<file path="config.mk">
export PLATFORM = sky130hd
export DESIGN_NAME = rgb332_tmds_encoder
export DESIGN_NICKNAME = d
export VERILOG_FILES = /design/src/rtl/rgb332_tmds_encoder_pkg.sv /design/src/rtl/rgb332_tmds_encoder_channel.sv /design/src/rtl/rgb332_tmds_encoder.sv
export SDC_FILE = /design/constraint.sdc
export NUM_CORES = 1
export LEC_CHECK = 0
export BUFFER_PORTS_ARGS = -buffer_cell sky130_fd_sc_hd__buf_2
export CAP_MARGIN = 15
export CORE_UTILIZATION = 54
export DETAILED_ROUTE_END_ITERATION = 8
export GPL_TIMING_DRIVEN = 0
export PLACE_DENSITY = 0.82
export SLEW_MARGIN = 5
export SYNTH_ARGS = -nofsm -noshare
export SYNTH_HDL_FRONTEND = slang
export SYNTH_SLANG_ARGS = --single-unit
export TNS_END_PERCENT = 30
</file>
<file path="constraint.sdc">
create_clock -name clk -period 2.8 [get_ports clk]
set_input_delay 0.28 -clock clk [delete_from_list [all_inputs] [get_ports clk]]
set_output_delay 0.28 -clock clk [all_outputs]
set_load 0.02 [all_outputs]
</file>
<file path="src/rtl/rgb332_tmds_encoder_pkg.sv">
// ============================================================================
// Module : rgb332_tmds_encoder_pkg
// Brief  : Shared TMDS constants, stage-1 record and small helpers.
// Rev    : 1.0
// ============================================================================
`default_nettype none

package rgb332_tmds_encoder_pkg;

    localparam int TMDS_DISP_W = 5;

    localparam logic [9:0] CTRL_00 = 10'h354;
    localparam logic [9:0] CTRL_01 = 10'h0AB;
    localparam logic [9:0] CTRL_10 = 10'h154;
    localparam logic [9:0] CTRL_11 = 10'h2AB;

    localparam logic [1:0] CTL_NONE = 2'b00;

    typedef struct packed {
        logic [8:0] qm;
        logic [3:0] n1;
        logic       blank;
        logic [1:0] ctl;
    } stage1_t;

    function automatic logic [3:0] popcount8(input logic [7:0] v);
        logic [3:0] n;
        n = '0;
        for (int i = 0; i < 8; i++) begin
            n = n + {3'b000, v[i]};
        end
        return n;
    endfunction

    function automatic logic [9:0] ctrl_symbol(input logic [1:0] ctl);
        logic [9:0] s;
        case (ctl)
            2'b00:   s = CTRL_00;
            2'b01:   s = CTRL_01;
            2'b10:   s = CTRL_10;
            default: s = CTRL_11;
        endcase
        return s;
    endfunction

endpackage

`default_nettype wire

</file>
<file path="src/rtl/rgb332_tmds_encoder_channel.sv">
// ============================================================================
// Module : tmds_channel_encoder
// Brief  : One DVI TMDS lane: transition minimisation, then DC balancing.
// Rev    : 1.0
// ============================================================================
`default_nettype none

module tmds_channel_encoder
    import rgb332_tmds_encoder_pkg::*;
(
    input  logic       clk,
    input  logic       reset,
    input  logic [7:0] d_i,
    input  logic       blank_i,
    input  logic [1:0] ctl_i,
    output logic [9:0] tmds_o
);

    localparam int SUM_W = TMDS_DISP_W + 2;

    stage1_t                       s1_d, s1_q;
    logic                          use_xnor;
    logic [3:0]                    n1_din;
    logic signed [TMDS_DISP_W-1:0] cnt_d, cnt_q;
    logic [9:0]                    tmds_d, tmds_q;

    logic                    qm8;
    logic                    cnt_pos, cnt_neg;
    logic signed [SUM_W-1:0] diff, cnt_ext, cnt_sum;

    always_comb begin
        logic [8:0] qm;
        qm       = '0;
        n1_din   = popcount8(d_i);
        use_xnor = (n1_din > 4'd4) || ((n1_din == 4'd4) && !d_i[0]);
        qm[0]    = d_i[0];
        // XNOR is XOR followed by inversion, so fold the mode in as an extra XOR term.
        for (int i = 1; i < 8; i++) begin
            qm[i] = qm[i-1] ^ d_i[i] ^ use_xnor;
        end
        qm[8]       = ~use_xnor;
        s1_d        = '0;
        s1_d.qm     = qm;
        s1_d.n1     = popcount8(qm[7:0]);
        s1_d.blank  = blank_i;
        s1_d.ctl    = ctl_i;
    end

    always_comb begin
        qm8     = s1_q.qm[8];
        cnt_pos = !cnt_q[TMDS_DISP_W-1] && (cnt_q != '0);
        cnt_neg = cnt_q[TMDS_DISP_W-1];
        // N1 - N0 == 2*N1 - 8 for an 8-bit word.
        diff    = $signed({2'b00, s1_q.n1, 1'b0}) - $signed(SUM_W'(8));
        cnt_ext = {{(SUM_W-TMDS_DISP_W){cnt_q[TMDS_DISP_W-1]}}, cnt_q};
        cnt_sum = '0;
        tmds_d  = CTRL_00;
        if (s1_q.blank) begin
            tmds_d  = ctrl_symbol(s1_q.ctl);
            cnt_sum = '0;
        end else if ((cnt_q == '0) || (s1_q.n1 == 4'd4)) begin
            tmds_d  = {~qm8, qm8, qm8 ? s1_q.qm[7:0] : ~s1_q.qm[7:0]};
            cnt_sum = cnt_ext + (qm8 ? diff : -diff);
        end else if ((cnt_pos && (s1_q.n1 > 4'd4)) || (cnt_neg && (s1_q.n1 < 4'd4))) begin
            tmds_d  = {1'b1, qm8, ~s1_q.qm[7:0]};
            cnt_sum = cnt_ext + (qm8 ? $signed(SUM_W'(2)) : $signed(SUM_W'(0))) - diff;
        end else begin
            tmds_d  = {1'b0, qm8, s1_q.qm[7:0]};
            cnt_sum = cnt_ext + diff - (qm8 ? $signed(SUM_W'(0)) : $signed(SUM_W'(2)));
        end
        cnt_d = cnt_sum[TMDS_DISP_W-1:0];
    end

    always_ff @(posedge clk) begin
        if (reset) begin
            s1_q.qm    <= '0;
            s1_q.n1    <= '0;
            s1_q.blank <= 1'b1;
            s1_q.ctl   <= CTL_NONE;
            cnt_q      <= '0;
            tmds_q     <= CTRL_00;
        end else begin
            s1_q   <= s1_d;
            cnt_q  <= cnt_d;
            tmds_q <= tmds_d;
        end
    end

    assign tmds_o = tmds_q;

endmodule

`default_nettype wire

</file>
<file path="src/rtl/rgb332_tmds_encoder.sv">
// ============================================================================
// Module : rgb332_tmds_encoder
// Brief  : RGB332 to 8:8:8 expansion feeding three TMDS lane encoders.
// Rev    : 1.0
// ============================================================================
`default_nettype none

module rgb332_tmds_encoder
    import rgb332_tmds_encoder_pkg::*;
(
    input  logic       clk,
    input  logic       reset,
    input  logic       blank,
    input  logic       hsync,
    input  logic       vsync,
    input  logic [2:0] r,
    input  logic [2:0] g,
    input  logic [1:0] b,
    output logic [9:0] tmds_r,
    output logic [9:0] tmds_g,
    output logic [9:0] tmds_b
);

    logic [7:0] w_r8, w_g8, w_b8;

    // Bit replication maps 0 to 0x00 and full scale to 0xFF.
    assign w_r8 = {r, r, r[2:1]};
    assign w_g8 = {g, g, g[2:1]};
    assign w_b8 = {b, b, b, b};

    tmds_channel_encoder u_red (
        .clk     (clk),
        .reset   (reset),
        .d_i     (w_r8),
        .blank_i (blank),
        .ctl_i   (CTL_NONE),
        .tmds_o  (tmds_r)
    );

    tmds_channel_encoder u_green (
        .clk     (clk),
        .reset   (reset),
        .d_i     (w_g8),
        .blank_i (blank),
        .ctl_i   (CTL_NONE),
        .tmds_o  (tmds_g)
    );

    tmds_channel_encoder u_blue (
        .clk     (clk),
        .reset   (reset),
        .d_i     (w_b8),
        .blank_i (blank),
        .ctl_i   ({vsync, hsync}),
        .tmds_o  (tmds_b)
    );

endmodule

`default_nettype wire

</file>
# Yosys cells after proc, flatten, opt, wreduce, memory -nomap -nowiden
# Index checks and enable logic that the tools add are counted.
# word_totals
ff_bits	87
input_bits	13
elab_cells	216
# classes
addsub	63
order_cmp	9
eq_ne	12
mux	30
bitwise	51
n_reduce_logical	37
# op_table
operator	n
$add A4 B1 Y4	36
$mux W10	9
$pmux W10 S3	3
$mux W5	9
$xor A1 B1 Y1	42
$add A5 B5 Y5	6
$sub A5 B5 Y5	6
$eq A4 B3 Y1 const B	6
$gt A4 B3 Y1 const B	6
$mux W8	3
$not A8 Y8	3
$add A5 B3 Y5	3
$logic_not A5 Y1	3
$neg A5 Y5	3
$reduce_bool A5 Y1	3
$sub A5 B4 Y5 const B	3
$add A1 B1 Y2	6
$logic_and A1 B1 Y1	12
$lt A4 B3 Y1 const B	3
$mux W2	6
$logic_or A1 B1 Y1	9
$logic_not A1 Y1	6
$not A1 Y1	6
$eq A2 B1 Y1 const AB	2
other kinds (6)	8

# Longest topological paths before layout
# Gate-level depths: netlist of run 1.
# logic_depth
ltp_word	24
depth_mapped	11
ltp_nobuf	11

# Hierarchy
# A second synthesis of run 1 with hierarchy kept.
# hier_totals
cells_unflattened	635
hier_area_um2	6298.5
# modules_own_cells
module	instances	cells_each	area_each_um2	seq_area_each_um2
tmds_channel_encoder at u_green ...	2	209	2083.2	600.6
tmds_channel_encoder at u_blue	1	216	2128.3	600.6
rgb332_tmds_encoder	1	1	3.8	0.0

# Least setup slack after synthesis of run 1
# Ideal clock, no wire load.
# synth_path
path_type	input to register
startpoint	input g[1]
endpoint	register u_green.s1_q[4] (netlist bit)
arrival_time_ns	2.622
t_required_ns	2.672
slack_ns	0.051
cell_stages	11
path_buffers	0
cell_sequence	inv_1 > fa_1 > xor2_1 > xnor2_1 > fa_1 > inv_1 > ha_1 > a21o_1 > ha_1 > xor2_1 > nor2_1
# synth_rtl
item	line	source
start: declaration	rgb332_tmds_encoder.sv:17	input logic [2:0] g,
end: declaration	rgb332_tmds_encoder_channel.sv:21	stage1_t s1_d, s1_q;

==> summary.txt, run 1 <==
Power
  – Worst vdd ir: 380.1 µV
  – PnR Total Power: 3.625 mW
  – Power Dens Cells: 667.7 nW/µm²
  – Leakage: 2.562 nW

Logic synthesis
  – Ys flop type: dfxtp_1
  – Post-Syn Instances: 518
  – Syn avg cell area: 9.401 µm²
  – Register bit count reported by yosys: 78
  – Leading post-synthesis cells by cell area: dfxtp_1, ha_1, fa_1
  – Post-Syn Area: 4870 µm²
  – Sequential element share of the synthesized area: 32.07%
  – Post-synth EDFFs: 0
  – Cell variety after synth: 43
  – Syn nets: 608
  – Top cell type's share of synthesized area: 32.07%
  – Yosys top cell by area: dfxtp_1
  – Warning count from the yosys run: 0
  – Async S/R FF share, synth: 0%

Detailed routing
  – Initial DRC count: 80
  – Via/cell ratio: 5.219
  – DR vias: 3575
  – Post-Route WL: 9515 µm
  – 1st-pass router iterations: 5
  – DR WL/cell: 13.89 µm
  – Antenna viol nets, final: 0
  – DRC: 0

Cells and area
  – Commonest non-fill, non-tap cell in the layout: dfxtp_1
  – Final-stage net count: 662
  – Non-filler instance count after layout: 685
  – Most frequent cells in the layout: dfxtp_1, inv_1, ha_1
  – Design area: 5429 µm²
  – Layout cells sized above 1: 13.69%
  – Post-layout util: 62.25%
  – Area delta synth->final: 11.49%
  – Ant. Diodes: 0

Outcome
  – Status: finished, final reports clean

Timing
  – Fmax: 0.3738 GHz
  – Fin Hold WS: 0.1088 ns
  – Final period util: 95.56%
  – Final Hold Fails: 0
  – Slew Viols, Final: 0
  – Clock Skew: 0.009605 ns
  – Final worst slack: 0.1245 ns
  – RSZ-0062 raised after global routing: false
  – Worst-Margin Slew: 0.6240 ns
  – Final TNS setup: 0 ns
  – Slew HR: 58.12%
  – Fin crit period: 2.676 ns
  – Final Setup Violations: 0

Hold path
  – Hold_sp: blank
  – Worst hold-check path type: in2reg

Worst setup path
  – Crit-path cells: buf_2, inv_1, fa_1, ha_1, inv_1, fa_1, inv_1, ha_1, a21o_1, ha_1, xor2_1, nor2_1
  – Crit Reg-Reg Startpoint: u_green.s1_q[3]$_SDFF_PP0_
  – CP Max Fanout: 6
  – CP startpoint: g[0]
  – Critical path's top delay family: adder cells
  – Critical path class: in2reg
  – Crit path DAT: 2.91 ns
  – Slowest CP cell: fa_1
  – CP Data Required Time: 3.03 ns
  – Reg2reg setup slack: 0.43 ns
  – Startpoint Class: primary input
  – Crit end category: register
  – Buf+Inv Stages, Crit Path: 4
  – CP max stage delay: 0.49 ns

Place
  – Post-place instance area: 5215 µm²
  – GPL Wtd Cong: 0.8999
  – Cells after DPL: 668
  – Pre-CTS WS: -0.4615 ns
  – Port bufs: 42
  – HPWL Detailed: 7512 µm

Global routing
  – First-pass GRT wire length: 16540 µm
  – Antenna violations before repair: 0
  – Global Route Usage Sum: 21.54%
  – Vias in the first global route: 3662
  – Gr ovfl total: 0
  – Largest net degree at the start of global routing: 17

Die
  – Die area: 9401 µm²
  – Initial Util: 55.84%
  – Core region area: 8721 µm²
  – DIE HEIGHT: 96.96 µm
  – Row count: 34
  – Die W: 96.96 µm
  – # IOs: 43

Clock network
  – Root buf cell: clkbuf_8
  – TritonCTS Buffers: 9
  – CTS tree: yes
  – Clk pin slew, worst setup/hold paths: 0.09 ns
  – Longest Clk Path Bufs: 2
  – Worst-Skew Late Latency: 0.35 ns
  – H-tree Lvls: 3
  – CTS sink count: 78

Flow run
  – Max Cap Viol: 0
## kinds of logic after synthesis
kind of cell,count (synthesis),synth area share [%]
buffers and inverters,81,6.500
DFF,78,32.07
AOI/OAI and AO/OA,89,12.15
muxes,14,2.980
xor gates and xnor gates,64,11.79
and+or+nand+nor,115,11.33
adders and majority gates,77,23.18
## area by class of cell
cell class	count	area [µm²]
Buffer	17	76.32
Fill cell	707	3292
Timing Repair Buffer	43	220.2
Tap cell	108	135.1
Multi-Input combinational cell	359	3009
Clock buffer	9	123.9
Sequential cell	78	1562
Inverter	64	240.2
Clock inverter	7	62.56
## cell usage after synthesis, drive strengths merged (2+ instances only)
master and number:
ha 55, or3 3, mux2 4, or2 3, nor3 18, a211o 2, a21boi 10, nand3b 2
xor2 22, nor3b 7, a21o 11, buf 8, a21oi 24, inv 64, nor2b 11, a31oi 4
nor2 45, xnor2 41, a211oi 5, mux2i 10, nand3 5, fa 22, dfxtp 78, o21ai 22
and2 5, clkbuf 9, o21a 3, nand2 15
## path summary, 6_finish.rpt
kind | end | cells after the start
worst max-delay path | u_green.s1_q[4]$_SDFF_PP0_ | 12
worst min-delay path | u_blue.s1_q[2]$_SDFF_PP1_ | 2
worst max register to register | u_green.tmds_o[6]$_SDFF_PP1_ | 8
worst min register to register | u_red.tmds_o[4]$_SDFF_PP1_ | 2
## flip-flops by register name, summed over array words and instances (netlist names)
name            flops
u_blue.qm8          1
u_blue.tmds_o       9
u_red.qm8           1
u_red.cnt_q         4
u_blue.s1_q        12
u_blue.cnt_q        4
u_green.tmds_o     10
u_red.s1_q         11
u_green.qm8         1
u_red.tmds_o        9
u_green.s1_q       12
u_green.cnt_q       4
## layer usage
| metal | up-vias | wire [µm] | GRT usage (%) |
|---|---|---|---|
| li1 | 1796 | - | - |
| met4 | 0 | 166 | 8.037 |
| met2 | 60 | 4932 | 37.65 |
| met5 | - | 0 | 0 |
| met1 | 1706 | 4165 | 26.51 |
| met3 | 13 | 250 | 3.613 |
## what timing repair did
action,in CTS,in global routing
setup endpoints to repair,2,2
hold buffers,0,0
gates resized for setup,2,2
setup buffers,0,1
pin swaps,0,1
## where the power goes
| part | total, mW | internal (mW) | leakage [nW] | switching, mW |
|---|---|---|---|---|
| sequential | 1.29 | 1.22 | 0.644 | 0.0727 |
| clock | 0.812 | 0.342 | 0.0931 | 0.469 |
| combinational | 1.52 | 0.676 | 1.83 | 0.846 |
| total | 3.63 | 2.24 | 2.56 | 1.39 |
Note: power is estimated with default switching activity, not from simulation.
==> inputs of run 2 (changes only) <==
--- a/config.mk
+++ b/config.mk
@@ -7,10 +7,10 @@
 export LEC_CHECK = 0
 export BUFFER_PORTS_ARGS = -buffer_cell sky130_fd_sc_hd__buf_2
 export CAP_MARGIN = 15
-export CORE_UTILIZATION = 54
+export CORE_UTILIZATION = 60
 export DETAILED_ROUTE_END_ITERATION = 8
 export GPL_TIMING_DRIVEN = 0
-export PLACE_DENSITY = 0.82
+export PLACE_DENSITY = 0.86
 export SLEW_MARGIN = 5
 export SYNTH_ARGS = -nofsm -noshare
 export SYNTH_HDL_FRONTEND = slang
==> constraint.sdc (replaced) <==
create_clock -name clk -period 3.1 [get_ports clk]
set_input_delay 0.31 -clock clk [delete_from_list [all_inputs] [get_ports clk]]
set_output_delay 0.31 -clock clk [all_outputs]
set_load 0.02 [all_outputs]
==> run 2 against run 1 <==
  * Combinational power shrank 9%
  * Critical path depth is the same
  * Worst setup slack gained 0.078 ns
  * Flip-flop and latch count is the same
  * Non-clock buffer count shrank 1
  * Worst hold slack gained 0.015 ns
  * Design area grew 0.14%
  * First-iteration DRC count grew 120%
==> summary.txt, run 2 (synthesis results as in run 1) <==
Outcome
  – Status: finished, final reports clean

Global routing
  – Antenna violations before repair: 0
  – Largest net degree at the start of global routing: 16
  – Vias in the first global route: 3708
  – Gr ovfl total: 0
  – Global Route Usage Sum: 25.04%
  – First-pass GRT wire length: 16620 µm

Timing
  – Slew HR: 60.21%
  – Fin crit period: 2.897 ns
  – Final Setup Violations: 0
  – Slew Viols, Final: 0
  – Fmax: 0.3452 GHz
  – Final worst slack: 0.2029 ns
  – Clock Skew: 0.01002 ns
  – RSZ-0062 raised after global routing: false
  – Final Hold Fails: 0
  – Worst-Margin Slew: 0.5928 ns
  – Final period util: 93.46%

Cells and area
  – Post-layout util: 69.63%
  – Final-stage net count: 661
  – Commonest non-fill, non-tap cell in the layout: dfxtp_1
  – Area delta synth->final: 11.64%
  – Layout cells sized above 1: 13.02%
  – Design area: 5436 µm²
  – Non-filler instance count after layout: 678
  – Ant. Diodes: 0
  – Sequential cell area: 1562 µm²
  – Top Registers: u_blue.s1_q x12, u_green.s1_q x12, u_red.s1_q x11
  – Most frequent cells in the layout: dfxtp_1, inv_1, ha_1
  – Fillcell total: 602
  – Area of the multi-input gates: 2992 µm²

Worst setup path
  – CP Max Fanout: 8
  – Worst-case reg-to-reg path depth: 7
  – R2R Path End: u_green.cnt_q[3]$_SDFF_PP0_
  – Startpoint Class: primary input
  – Crit end category: register
  – Reg2reg setup slack: 0.73 ns
  – Crit path DAT: 3.16 ns
  – CP Data Required Time: 3.36 ns
  – Crit Reg-Reg Startpoint: u_green.qm8$_SDFF_PP0_
  – Critical path class: in2reg

Die
  – # IOs: 43
  – Initial Util: 62.37%
  – Core region area: 7807 µm²
  – Row count: 32
  – Die W: 92.09 µm
  – Die area: 8481 µm²
  – DIE HEIGHT: 92.09 µm

Power
  – Sw Ratio: 36.61%
  – Power Dens Cells: 631.4 nW/µm²
  – Register share of total power: 34.1%
  – Clock share of power: 25.5%
  – Leakage: 2.569 nW
  – Worst vdd ir: 420.2 µV
  – Switching Power: 1.257 mW
  – Combinational share of power: 40.4%
  – Internal Power: 2.176 mW

Detailed routing
  – Post-Route WL: 9880 µm
  – DRC: 0
  – Metal2 WL: 4977 µm
  – M1 wire length: 4286 µm
  – Max layer used: met4
  – Initial DRC count: 174
  – Via/cell ratio: 5.301
  – 1st-pass router iterations: 5
  – DR vias: 3594
  – WL met3: 434 µm
  – DR WL/cell: 14.57 µm
  – Antenna viol nets, final: 0

Clock network
  – Worst-Skew Late Latency: 0.36 ns
  – Longest Clk Path Bufs: 2
  – CTS tree: yes
  – Hold buffer count at cts: 0
  – Clk pin slew, worst setup/hold paths: 0.09 ns
  – TritonCTS Buffers: 9
  – H-tree Lvls: 3
  – Root buf cell: clkbuf_8
  – PostCTS Resize Cnt: 0
  – Setup bufs post-CTS: 0
  – CTS sink count: 78

Hold path
  – Hold EP: u_blue.s1_q[2]$_SDFF_PP1_
  – Hold depth: 2
  – Worst hold-check path type: in2reg
  – Hold_sp: blank

Place
  – Pre-CTS WS: -0.2076 ns
  – GPL Wtd Cong: 0.9186
  – Cells after DPL: 662
  – Port bufs: 42
  – Post-place instance area: 5207 µm²
  – HPWL Detailed: 7536 µm

Flow run
  – Max Cap Viol: 0
-- run 2: cell type report --
| class | instances | share of cell area, % |
|---|---|---|
| tap | 102 | 2.348 |
| buffer | 17 | 1.404 |
| clock inverter | 7 | 1.933 |
| inverter | 64 | 4.419 |
| clock buffer | 9 | 2.278 |
| multi-input combinational | 359 | 55.03 |
| sequential | 78 | 28.72 |
| timing repair buffer | 42 | 3.867 |
-- run 2: worst max-delay path, cell delays in order --
cell     delay (ns)
buf_2          0.20
inv_1          0.11
fa_1           0.47
xor2_1         0.27
xnor2_1        0.15
fa_1           0.55
inv_1          0.04
ha_1           0.28
a21o_1         0.17
ha_1           0.32
a21oi_1        0.07
nor3b_1        0.22
-- run 2: metrics by stage --
step	hold slack, ns	total power, mW	setup TNS [ns]
floorplan	0.4046	2.249	0
global placement	0.4573	2.467	-0.1568
detailed placement	0.4568	2.562	-0.3606
CTS	0.1233	3.437	0
global route	0.1182	3.668	0
finish	0.1241	3.433	0
-- run 2: worst max path at each step --
stage | start | to | cells past startpoint
after global placement | g[1] | u_green.s1_q[4]$_SDFF_PP0_ | 12
after CTS | g[1] | u_green.s1_q[6]$_SDFF_PP0_ | 12
after global routing | g[1] | u_green.s1_q[6]$_SDFF_PP0_ | 12
after floorplan | g[1] | u_green.s1_q[4]$_SDFF_PP0_ | 11
final | g[1] | u_green.s1_q[6]$_SDFF_PP0_ | 12
after detailed placement | g[1] | u_green.s1_q[6]$_SDFF_PP0_ | 12
-- run 2: power groups by stage --
stage | Sequential (mW) | Clock, mW | Combinational, mW
after floorplan | 1.21 | 0 | 1.04
after global placement | 1.19 | 0 | 1.28
final | 1.17 | 0.874 | 1.39
after CTS | 1.17 | 0.879 | 1.39
after global routing | 1.18 | 0.925 | 1.56
after detailed placement | 1.19 | 0 | 1.37
-- run 2: per-layer routing --
layer / vias up / GRT usage (%)
met3: 18 / 4.478
met5: - / 0
met2: 87 / 44.96
met1: 1688 / 30.11
met4: 0 / 8.203
li1: 1801 / -
==> inputs of run 3 (changes only) <==
--- a/config.mk
+++ b/config.mk
@@ -7,10 +7,10 @@
 export LEC_CHECK = 0
 export BUFFER_PORTS_ARGS = -buffer_cell sky130_fd_sc_hd__buf_2
 export CAP_MARGIN = 15
-export CORE_UTILIZATION = 60
+export CORE_UTILIZATION = 52
 export DETAILED_ROUTE_END_ITERATION = 8
 export GPL_TIMING_DRIVEN = 0
-export PLACE_DENSITY = 0.86
+export PLACE_DENSITY = 0.77
 export SLEW_MARGIN = 5
 export SYNTH_ARGS = -nofsm -noshare
 export SYNTH_HDL_FRONTEND = slang
==> constraint.sdc (replaced) <==
create_clock -name clk -period 3.7 [get_ports clk]
set_input_delay 0.37 -clock clk [delete_from_list [all_inputs] [get_ports clk]]
set_output_delay 0.37 -clock clk [all_outputs]
set_load 0.02 [all_outputs]
==> run 3 against run 2 <==
  * Clock power fell by 23%
  * Flip-flop and latch count unchanged
  * Sequential power fell by 16%
  * Total power decreased by 19%
  * Non-clock buffer count unchanged
  * Sequential share of layout area rose by 0.093 points
  * Global-route usage decreased by 3.8 points
  * Via count is 0.47% higher
  * Clock-buffer cell count stayed put
  * Largest cell class unchanged
  * Highest routed layer unchanged
==> summary.txt, run 3 (synthesis results as in run 1) <==
Timing
  – Clock Skew: 0.007939 ns
  – RSZ-0062 raised after global routing: false
  – Final Hold Fails: 0
  – Fmax: 0.3380 GHz
  – Fin Hold WS: 0.1935 ns
  – Final Setup Violations: 0
  – Final worst slack: 0.7414 ns
  – Fin crit period: 2.959 ns
  – Final TNS setup: 0 ns
  – Worst-Margin Slew: 0.6457 ns
  – Slew HR: 56.66%
  – Slew Viols, Final: 0
  – Final period util: 79.96%

Clock network
  – TritonCTS Buffers: 9
  – Worst-Skew Late Latency: 0.36 ns
  – CTS tree: yes
  – Hold buffer count at cts: 0
  – Root buf cell: clkbuf_8
  – CTS sink count: 78
  – H-tree Lvls: 3
  – PostCTS Resize Cnt: 0
  – Setup bufs post-CTS: 0
  – Longest Clk Path Bufs: 2
  – Clk pin slew, worst setup/hold paths: 0.09 ns

Detailed routing
  – DRC: 0
  – DR WL/cell: 14.02 µm
  – Post-Route WL: 9590 µm
  – Via/cell ratio: 5.279
  – DR vias: 3611
  – Initial DRC count: 107
  – 1st-pass router iterations: 4
  – Antenna viol nets, final: 0

Worst setup path
  – Critical path class: in2reg
  – Crit path DAT: 3.19 ns
  – CP Max Fanout: 8
  – Startpoint Class: primary input
  – CP Data Required Time: 3.93 ns
  – Crit end category: register

Cells and area
  – Non-filler instance count after layout: 684
  – Design area: 5419 µm²
  – Most frequent cells in the layout: dfxtp_1, inv_1, ha_1
  – Area delta synth->final: 11.28%
  – Commonest non-fill, non-tap cell in the layout: dfxtp_1
  – Top Registers: u_blue.s1_q x12, u_green.s1_q x12, u_red.s1_q x11
  – Post-layout util: 60.95%
  – Fillcell total: 758
  – Final-stage net count: 661
  – Layout cells sized above 1: 13.02%
  – Ant. Diodes: 0

Power
  – Combinational share of power: 40.9%
  – Register share of total power: 35.1%
  – Leakage: 2.559 nW
  – Internal Power: 1.752 mW
  – PnR Total Power: 2.789 mW
  – Clock share of power: 24.0%
  – Power Dens Cells: 514.7 nW/µm²
  – Switching Power: 1.038 mW
  – Worst vdd ir: 207.3 µV
  – Sw Ratio: 37.20%

Global routing
  – Antenna violations before repair: 0
  – Largest net degree at the start of global routing: 16
  – Global Route Usage Sum: 21.21%
  – Gr ovfl total: 0
  – Vias in the first global route: 3620
  – First-pass GRT wire length: 16440 µm

Place
  – GPL Wtd Cong: 0.8729
  – Pre-CTS WS: 0.3472 ns
  – HPWL Detailed: 7546 µm
  – Cells after DPL: 668
  – Port bufs: 42
  – Post-place instance area: 5215 µm²

Die
  – Initial Util: 54.77%
  – Row count: 34
  – DIE HEIGHT: 98.77 µm
  – # IOs: 43
  – Die W: 98.77 µm
  – Die area: 9756 µm²
  – Core region area: 8891 µm²

Hold path
  – Worst hold-check path type: in2reg

Outcome
  – Status: finished, final reports clean

Flow run
  – Max Cap Viol: 0
-- run 3: cell count changes in the layout (fill, tap and decap cells not counted) --
cell and delta:
inv_6 +1, clkinv_4 -1, bufinv_16 -1, clkinv_2 +1
-- run 3: power groups by stage --
stage	sequential (mW)	combinational, mW	clock (mW)
after global placement	0.996	1.08	0
after global routing	0.988	1.30	0.698
after floorplan	1.01	0.871	0
after detailed placement	0.998	1.14	0
after CTS	0.979	1.15	0.674
final	0.979	1.14	0.670
-- run 3: worst paths after layout --
kind | endpoint | slack, ns | cells after the start | start
hold reg to reg | u_red.tmds_o[6]$_SDFF_PP1_ | 0.48 | 2 | u_red.s1_q[13]$_SDFF_PP0_
setup / recovery | u_green.s1_q[4]$_SDFF_PP0_ | 0.74 | 12 | g[1]
setup reg to reg | u_green.cnt_q[3]$_SDFF_PP0_ | 1.33 | 7 | u_green.qm8$_SDFF_PP0_
hold / removal | u_blue.s1_q[2]$_SDFF_PP1_ | 0.19 | 2 | blank
-- run 3: area by class of cell --
cell class | count | area [µm²] | share of cell area (%)
flip-flops and latches | 78 | 1562 | 28.82
multi-input cells | 359 | 2992 | 55.21
inverters | 64 | 240.2 | 4.433
plain buffers | 17 | 76.32 | 1.408
well taps | 108 | 135.1 | 2.494
repair buffers | 42 | 210.2 | 3.879
clock buffers | 9 | 123.9 | 2.286
clock inverters | 7 | 80.08 | 1.478
-- run 3: routing by layer --
layer	vias up	GRT usage (%)	wire length, µm	part of all wire [%]
met5	-	0	0	0
met4	0	9.759	224	2.3
met3	16	3.191	310	3.2
met2	76	36.53	4783	50
met1	1725	26.19	4270	45
li1	1794	-	-	-
-- run 3: worst max-delay path, cell delays in order --
cell,delay [ns]
buf_2,0.20
inv_1,0.12
fa_1,0.47
xor2_1,0.27
xnor2_1,0.16
fa_1,0.56
inv_1,0.04
ha_1,0.29
a21o_1,0.17
ha_1,0.30
xor2_1,0.17
nor2_1,0.06
